`src/rtl/tone_i2s_pkg.sv`:
```
// Shared types and defaults for the stereo tone I2S transmitter.
// Optional sawtooth generation is enabled with TONE_I2S_SAW_EN.
package tone_i2s_pkg;

  localparam int SAMPLE_W_DEF = 16;
  localparam int PERIOD_W_DEF = 16;
  localparam int SCLK_DIV_DEF = 2;

  typedef enum logic {
    SQUARE = 1'b0,
    SAW    = 1'b1
  } wave_mode_e;

  // One I2S frame carries a left and a right word.
  function automatic int frame_bits(input int sample_w);
    return 2 * sample_w;
  endfunction

endpackage

```
`src/rtl/tone_i2s_tx_chan.sv`:
```
// One tone channel: shadow period, phase counter and sample generation.
// Sawtooth accumulator exists only when TONE_I2S_SAW_EN is defined.
module tone_chan
  import tone_i2s_pkg::*;
#(
  parameter int SAMPLE_W = SAMPLE_W_DEF,
  parameter int PERIOD_W = PERIOD_W_DEF
) (
  input  logic                clk_i,
  input  logic                rst_i,
  input  logic                clr_i,
  input  logic                frame_i,
  input  logic [PERIOD_W-1:0] period_i,
  input  logic [SAMPLE_W-2:0] amp_i,
  input  wave_mode_e          wave_i,
  output logic [SAMPLE_W-1:0] sample_o
);

  logic [PERIOD_W-1:0] shadow_q, shadow_d;
  logic [PERIOD_W-1:0] phase_q, phase_d;
  logic [PERIOD_W:0]   step;
  logic [PERIOD_W-1:0] half;
  logic [SAMPLE_W-1:0] mag;
  logic [SAMPLE_W-1:0] sq_sample;

  // Phase advances once per frame against the period in force for that
  // frame; the newly latched period then restarts phase if it is too short.
  always_comb begin
    shadow_d = shadow_q;
    phase_d  = phase_q;
    step     = {1'b0, phase_q} + (PERIOD_W+1)'(1);
    if (clr_i) begin
      shadow_d = '0;
      phase_d  = '0;
    end else if (frame_i) begin
      shadow_d = period_i;
      if (shadow_q < PERIOD_W'(2)) begin
        phase_d = '0;
      end else if (step >= {1'b0, period_i}) begin
        phase_d = '0;
      end else begin
        phase_d = step[PERIOD_W-1:0];
      end
    end
  end

  // Period shadow and phase state.
  always_ff @(posedge clk_i or posedge rst_i) begin
    if (rst_i) begin
      shadow_q <= '0;
      phase_q  <= '0;
    end else begin
      shadow_q <= shadow_d;
      phase_q  <= phase_d;
    end
  end

  // Square level: +amp for the first floor(P/2) frames, -amp after.
  always_comb begin
    mag  = {1'b0, amp_i};
    half = shadow_q >> 1;
    if (shadow_q < PERIOD_W'(2)) begin
      sq_sample = '0;
    end else if (phase_q < half) begin
      sq_sample = mag;
    end else begin
      sq_sample = '0 - mag;
    end
  end

`ifdef TONE_I2S_SAW_EN
  logic [SAMPLE_W-1:0] acc_q, acc_d;

  // Accumulator is held at zero outside saw mode, so entering saw starts at 0.
  always_comb begin
    acc_d = acc_q;
    if (clr_i || wave_i != SAW) begin
      acc_d = '0;
    end else if (frame_i) begin
      acc_d = acc_q + mag;
    end
  end

  // Sawtooth accumulator register.
  always_ff @(posedge clk_i or posedge rst_i) begin
    if (rst_i) begin
      acc_q <= '0;
    end else begin
      acc_q <= acc_d;
    end
  end

  assign sample_o = (wave_i == SAW) ? acc_q : sq_sample;
`else
  logic unused_wave;
  assign unused_wave = (wave_i == SAW);
  assign sample_o    = sq_sample;
`endif

endmodule

```
`src/rtl/tone_i2s_tx.sv`:
```
// Stereo tone generator with I2S master transmitter (mclk/sclk/lrclk/sdin).
// Define TONE_I2S_SAW_EN to let mode[0]/mode[1] select sawtooth per channel.
module tone_i2s_tx
  import tone_i2s_pkg::*;
#(
  parameter int SAMPLE_W = SAMPLE_W_DEF,
  parameter int SCLK_DIV = SCLK_DIV_DEF,
  parameter int PERIOD_W = PERIOD_W_DEF
) (
  input  logic                clk,
  input  logic                reset,
  input  logic                enable,
  input  logic [PERIOD_W-1:0] period_l,
  input  logic [PERIOD_W-1:0] period_r,
  input  logic [SAMPLE_W-2:0] amp_l,
  input  logic [SAMPLE_W-2:0] amp_r,
  input  logic [1:0]          mode,
  output logic                mclk,
  output logic                sclk,
  output logic                lrclk,
  output logic                sdin,
  output logic                frame_strobe
);

  localparam int FRAME_W = frame_bits(SAMPLE_W);
  localparam int BIT_W   = $clog2(FRAME_W);
  localparam int DIV_W   = (SCLK_DIV > 1) ? $clog2(SCLK_DIV) : 1;

  localparam logic [DIV_W-1:0] DIV_LAST = DIV_W'(SCLK_DIV - 1);
  localparam logic [BIT_W-1:0] BIT_LAST = BIT_W'(FRAME_W - 1);
  localparam logic [BIT_W-1:0] BIT_LR   = BIT_W'(SAMPLE_W);

  logic               mclk_q, mclk_d;
  logic               sclk_q, sclk_d;
  logic               lrclk_q, lrclk_d;
  logic               sdin_q, sdin_d;
  logic               strobe_q, strobe_d;
  logic [DIV_W-1:0]   div_q, div_d;
  logic [BIT_W-1:0]   bit_q, bit_d;
  logic [FRAME_W-1:0] shreg_q, shreg_d;

  logic               div_wrap;
  logic               fall;
  logic               wrap;
  logic [SAMPLE_W-1:0] sample_l;
  logic [SAMPLE_W-1:0] sample_r;
  wave_mode_e         wave_l;
  wave_mode_e         wave_r;

`ifdef TONE_I2S_SAW_EN
  assign wave_l = mode[0] ? SAW : SQUARE;
  assign wave_r = mode[1] ? SAW : SQUARE;
`else
  logic unused_mode;
  assign unused_mode = ^mode;
  assign wave_l      = SQUARE;
  assign wave_r      = SQUARE;
`endif

  // Fall edge is the clk where sclk goes 1->0; wrap is the frame start.
  always_comb begin
    div_wrap = (div_q == DIV_LAST);
    fall     = div_wrap && sclk_q;
    wrap     = fall && (bit_q == BIT_LAST);
  end

  // Clock divider, bit counter and serializer; the shift register keeps
  // shifting through the wrap so the previous right LSB fills slot 0.
  always_comb begin
    mclk_d   = mclk_q;
    sclk_d   = sclk_q;
    lrclk_d  = lrclk_q;
    sdin_d   = sdin_q;
    strobe_d = 1'b0;
    div_d    = div_q;
    bit_d    = bit_q;
    shreg_d  = shreg_q;
    if (!enable) begin
      mclk_d  = 1'b0;
      sclk_d  = 1'b0;
      lrclk_d = 1'b0;
      sdin_d  = 1'b0;
      div_d   = '0;
      bit_d   = '0;
      shreg_d = '0;
    end else begin
      mclk_d = ~mclk_q;
      div_d  = div_wrap ? '0 : div_q + DIV_W'(1);
      if (div_wrap) begin
        sclk_d = ~sclk_q;
      end
      if (fall) begin
        bit_d    = wrap ? '0 : bit_q + BIT_W'(1);
        lrclk_d  = (bit_d >= BIT_LR);
        sdin_d   = shreg_q[FRAME_W-1];
        strobe_d = wrap;
        if (wrap) begin
          shreg_d = {sample_l, sample_r};
        end else begin
          shreg_d = {shreg_q[FRAME_W-2:0], 1'b0};
        end
      end
    end
  end

  // Transmitter state registers.
  always_ff @(posedge clk or posedge reset) begin
    if (reset) begin
      mclk_q   <= 1'b0;
      sclk_q   <= 1'b0;
      lrclk_q  <= 1'b0;
      sdin_q   <= 1'b0;
      strobe_q <= 1'b0;
      div_q    <= '0;
      bit_q    <= '0;
      shreg_q  <= '0;
    end else begin
      mclk_q   <= mclk_d;
      sclk_q   <= sclk_d;
      lrclk_q  <= lrclk_d;
      sdin_q   <= sdin_d;
      strobe_q <= strobe_d;
      div_q    <= div_d;
      bit_q    <= bit_d;
      shreg_q  <= shreg_d;
    end
  end

  tone_chan #(
    .SAMPLE_W(SAMPLE_W),
    .PERIOD_W(PERIOD_W)
  ) u_chan_l (
    .clk_i   (clk),
    .rst_i   (reset),
    .clr_i   (!enable),
    .frame_i (wrap),
    .period_i(period_l),
    .amp_i   (amp_l),
    .wave_i  (wave_l),
    .sample_o(sample_l)
  );

  tone_chan #(
    .SAMPLE_W(SAMPLE_W),
    .PERIOD_W(PERIOD_W)
  ) u_chan_r (
    .clk_i   (clk),
    .rst_i   (reset),
    .clr_i   (!enable),
    .frame_i (wrap),
    .period_i(period_r),
    .amp_i   (amp_r),
    .wave_i  (wave_r),
    .sample_o(sample_r)
  );

  assign mclk         = mclk_q;
  assign sclk         = sclk_q;
  assign lrclk        = lrclk_q;
  assign sdin         = sdin_q;
  assign frame_strobe = strobe_q;

endmodule

```
`config.mk`:
```
export PLATFORM = sky130hd
export DESIGN_NAME = tone_i2s_tx
export DESIGN_NICKNAME = d
export VERILOG_FILES = /design/src/rtl/tone_i2s_pkg.sv /design/src/rtl/tone_i2s_tx_chan.sv /design/src/rtl/tone_i2s_tx.sv
export SDC_FILE = /design/constraint.sdc
export NUM_CORES = 1
export LEC_CHECK = 0
export ABC_AREA = 1
export CAP_MARGIN = 20
export CORE_ASPECT_RATIO = 0.8
export CORE_MARGIN = 2
export CORE_UTILIZATION = 45
export CTS_BUF_LIST = sky130_fd_sc_hd__clkbuf_2 sky130_fd_sc_hd__clkbuf_4 sky130_fd_sc_hd__clkbuf_8
export DETAILED_ROUTE_END_ITERATION = 10
export PLACE_DENSITY_LB_ADDON = 0.05
export SKIP_CTS_REPAIR_TIMING = 1
export SLEW_MARGIN = 20
export SYNTH_ARGS = -nofsm -noshare
export SYNTH_HDL_FRONTEND = slang
export SYNTH_SLANG_ARGS = --single-unit
export TNS_END_PERCENT = 30
```
`constraint.sdc`:
```
create_clock -name clk -period 8 [get_ports clk]
set_clock_uncertainty 0.1 [all_clocks]
set_input_delay 1.6 -clock clk [delete_from_list [all_inputs] [get_ports clk]]
set_output_delay 1.6 -clock clk [all_outputs]
set_load 0.1 [all_outputs]
```
==> flow_results.org <==
** Final layout
- After filler insertion, the fill cell instance count of the layout stands at 1,724.
- At the end of the flow the core is filled with cells to 0.514.
- After routing the design area is 8810 um^2.
- After the flow finishes, the layout carries non-filler instances totaling 1,407.
- Of the cells placed in the final design, the portion with a size suffix greater than 1 is 0.0541.
- The net count of the finished layout is 1,310.
- Syn-to-layout area delta :: 12.7%
- Number of antenna cells inserted :: 0

** Place
- Placement Cell Area :: 8630 um^2
- Before CTS, the worst setup slack after placement is 3720 ps.
- Final estimated routing congestion in global placement :: 0.856
- Number of placed instances with taps included :: 1,390
- The wire-length estimate of the detail-placed layout is 13,900 um.
- Buffers placed on the I/O ports in this run total 69.

** Power
- Power comes to 1.01 mW.
- For this design the ratio of total power to cell area is 114 nW/um^2.
- In this run the static leakage power is 4.81 nW.
- Peak supply drop :: 0.0772 mV

** Timing
- For the pin with the worst max-slew slack, the measured transition is 1050 ps.
- In the finished design, the share of the clock period the worst path needs comes to 0.491.
- Max-slew headroom at the worst pin :: 0.299
- Worst hold slack :: 341 ps
- Final hold viol count :: 0
- Final setup violating endpoints :: 0
- Maximum operating frequency :: 0.255 GHz
- Fin crit period :: 3930 ps
- Final max-slew violation count :: 0
- For the final routed database, the setup TNS stands at 0 ps.
- Setup repair after global routing left no endpoint under its margin.
- Final worst-path setup slack :: 4070 ps

** Synth
- In the synthesized netlist the async set-or-reset flop fraction comes to 1.00.
- Most used standard cell by instance count after synthesis :: sky130_fd_sc_hd__nand2_1
- Distinct cells, synth :: 45
- Count of flip-flops with a built-in enable after synthesis :: 0
- sky130_fd_sc_hd__dfrtp_1 takes more of the synthesized area than any other cell.
- Cell types with the highest counts after synthesis :: sky130_fd_sc_hd__nand2_1, sky130_fd_sc_hd__inv_1, sky130_fd_sc_hd__dfrtp_1, sky130_fd_sc_hd__nor2_1, sky130_fd_sc_hd__nand3_1
- Synthesis produced 1,125 cells.
- Proportion of netlist area held by the largest area contributor :: 0.333
- The mapped netlist covers 7820 um^2.
- The most used flip-flop cell after synthesis is sky130_fd_sc_hd__dfrtp_1.
- Mapped Avg Cell Area :: 6.95 um^2
- Flops & latches, synth :: 104
- Yosys printed 0 warnings.
- For this run, the register share of the synthesized area comes to 0.333.
- Sorting the synthesized cells by area gives the leading types as sky130_fd_sc_hd__dfrtp_1, sky130_fd_sc_hd__nand2_1, sky130_fd_sc_hd__ha_1, sky130_fd_sc_hd__inv_1, sky130_fd_sc_hd__nand3_1.
- The number of nets handed over by synthesis was 1,258.

** Critical path
- STA classifies the critical path startpoint as a primary input.
- Crit-path max FO :: 67
- Slowest stage delay, CP :: 780 ps
- Together, buffers and inverters on the worst path number 3.
- The largest individual stage delay along the critical path comes from the cell sky130_fd_sc_hd__clkinv_2.
- Grouping stages by cell kind, the critical path spends the most delay in buffers and inverters.
- Crit path cell chain :: clkdlybuf4s50_1 -> inv_2 -> nor2_1 -> clkinv_2 -> nand4_1 -> o21ai_1 -> a21oi_1
- Critical path data arrival time :: 4150 ps
- Start-to-end type of the worst setup path :: in2reg
- Crit path required time :: 8220 ps
- The worst setup path is captured at a flop.

** Detailed routing
- In this run the remaining antenna-violating nets after routing total 0.
- Dividing the detail-routed wire length by the instance count gives 13.5 um.
- The first detailed-routing pass took 5 iterations.
- Count of vias placed by the detailed router :: 6,973
- Initial drt markers :: 393
- Summed over all layers, the routed wires come to 18,900 um.
- Number of remaining DRC errors :: 0
- After detailed routing, the number of vias per cell comes to 4.96.

** GRT
- Antenna violations before repair :: 0
- Maximum number of pins on one net before global-route repair :: 68
- For this run, the total global-route usage over all layers was measured as 0.216.
- After global routing the overflow that remains totals 0.
- Via count of the first global-routing pass :: 6,414
- Global-route wire length before repair :: 31,600 um

** Floorplan
- Cell Rows :: 43
- The initial utilization of the core area, before any placement, comes to 0.456.
- Vertical die dimension :: 122 um
- Die Outline Area :: 18,500 um^2
- From left edge to right edge, the die measures 151 um.
- 72 I/O pins were placed.
- In this run the standard cell core region covers 17,200 um^2.

** Clock network
- The clock drives 104 sinks.
- TritonCTS clock tree :: built
- Number of H-tree levels :: 3
- In this run the deepest clock path goes through 2 buffers.
- Clock buffers created by TritonCTS :: 9
- The tree is rooted in a sky130_fd_sc_hd__clkbuf_8.
- At the later pin of the worst-skew pair, clock insertion delay measures 390 ps.
- Clock transition at the registers of the reported paths :: 100 ps

** Flow run
- Max-Cap Viols :: 0

** Status
- The flow ran to the end, and the final reports show no timing, DRC or antenna violations.

** Min path
- Worst min path class :: reg2reg
==> cell usage in the layout (no fill, tap or decap), types with 2 or more instances in the layout <==
master                            count
sky130_fd_sc_hd__dfrtp_1            104
sky130_fd_sc_hd__nor2_2               7
sky130_fd_sc_hd__clkdlybuf4s50_1     69
sky130_fd_sc_hd__inv_2               10
sky130_fd_sc_hd__xor2_1              17
sky130_fd_sc_hd__ha_1                66
sky130_fd_sc_hd__nand3b_1             5
sky130_fd_sc_hd__inv_1              208
sky130_fd_sc_hd__nand4_1             35
sky130_fd_sc_hd__a21oi_1             53
sky130_fd_sc_hd__a22oi_1              2
sky130_fd_sc_hd__nor4_1               5
sky130_fd_sc_hd__nand4_2              2
sky130_fd_sc_hd__a31oi_1              3
sky130_fd_sc_hd__o21ai_1              6
sky130_fd_sc_hd__nand3_1             84
sky130_fd_sc_hd__o21ai_0             12
sky130_fd_sc_hd__nand3b_2             2
sky130_fd_sc_hd__clkbuf_8             9
sky130_fd_sc_hd__o21bai_1             4
sky130_fd_sc_hd__nor3_1              17
sky130_fd_sc_hd__clkinvlp_4           2
sky130_fd_sc_hd__nand2_1            293
sky130_fd_sc_hd__buf_4                3
sky130_fd_sc_hd__nand3_2             11
sky130_fd_sc_hd__nor2_4               2
sky130_fd_sc_hd__nand2_2              4
sky130_fd_sc_hd__clkinv_2             4
sky130_fd_sc_hd__nor2_1              96
sky130_fd_sc_hd__o22ai_1             29
sky130_fd_sc_hd__o211ai_1             2
==> report_power, final <==
part	switching [mW]	internal [mW]
registers	0.0110	0.547
logic	0.0845	0.0606
clock network	0.192	0.113
==> flip-flops by register name, summed over array words and instances (netlist names) <==
register	cells
sdin	1
u_chan_l.shadow_q	15
lrclk	1
u_chan_l.phase_q	16
div_q	1
shreg_q	32
mclk	1
bit_q	4
frame_strobe	1
sclk	1
u_chan_r.shadow_q	15
u_chan_r.phase_q	16
==> area by class of cell <==
type / instances / area (um^2) / area share
clock buffer: 9 / 124 / 0.0141
timing repair buffer: 73 / 728 / 0.0826
multi-input combinational: 768 / 4200 / 0.476
sequential: 104 / 2600 / 0.295
inverter: 221 / 833 / 0.0945
clock inverter: 7 / 47.5 / 0.00539
tap: 225 / 282 / 0.0319
==> final timing paths <==
kind	from	slack, ps	to	depth (start not counted)
hold / removal	mclk$_DFF_PP0_	340	mclk$_DFF_PP0_	1
max in group asynchronous	reset	5060	lrclk$_DFFE_PP0P_	3
setup / recovery	enable	4070	bit_q[3]$_DFFE_PP0P_	7
hold reg to reg	mclk$_DFF_PP0_	340	mclk$_DFF_PP0_	1
min in group asynchronous	reset	1490	u_chan_l.shadow_q[2]$_DFFE_PP0P_	2
setup reg to reg	u_chan_l.phase_q[0]$_DFFE_PP0P_	4510	u_chan_l.phase_q[5]$_DFFE_PP0P_	22
==> metal layers <==
metal | vias to the layer above | wire length, um | part of all wire | global-route usage
li1 | 3692 | - | - | -
met1 | 3176 | 10200 | 0.54 | 0.321
met2 | 88 | 7960 | 0.42 | 0.326
met3 | 17 | 600 | 0.032 | 0.0408
met4 | 0 | 180 | 0.0095 | 0.0467
met5 | - | 0 | 0 | 0
==> logic make-up (layout without fill, tap and decap cells) <==
| family | after synthesis | in the layout | share of synthesized area |
|---|---|---|---|
| compound gates | 117 | 117 | 0.0861 |
| xor+xnor | 17 | 17 | 0.0190 |
| buf+inv | 253 | 310 | 0.130 |
| simple gates | 568 | 568 | 0.326 |
| fa+ha+maj | 66 | 66 | 0.106 |
| flops | 104 | 104 | 0.333 |
(Power assumes the default switching activity.)
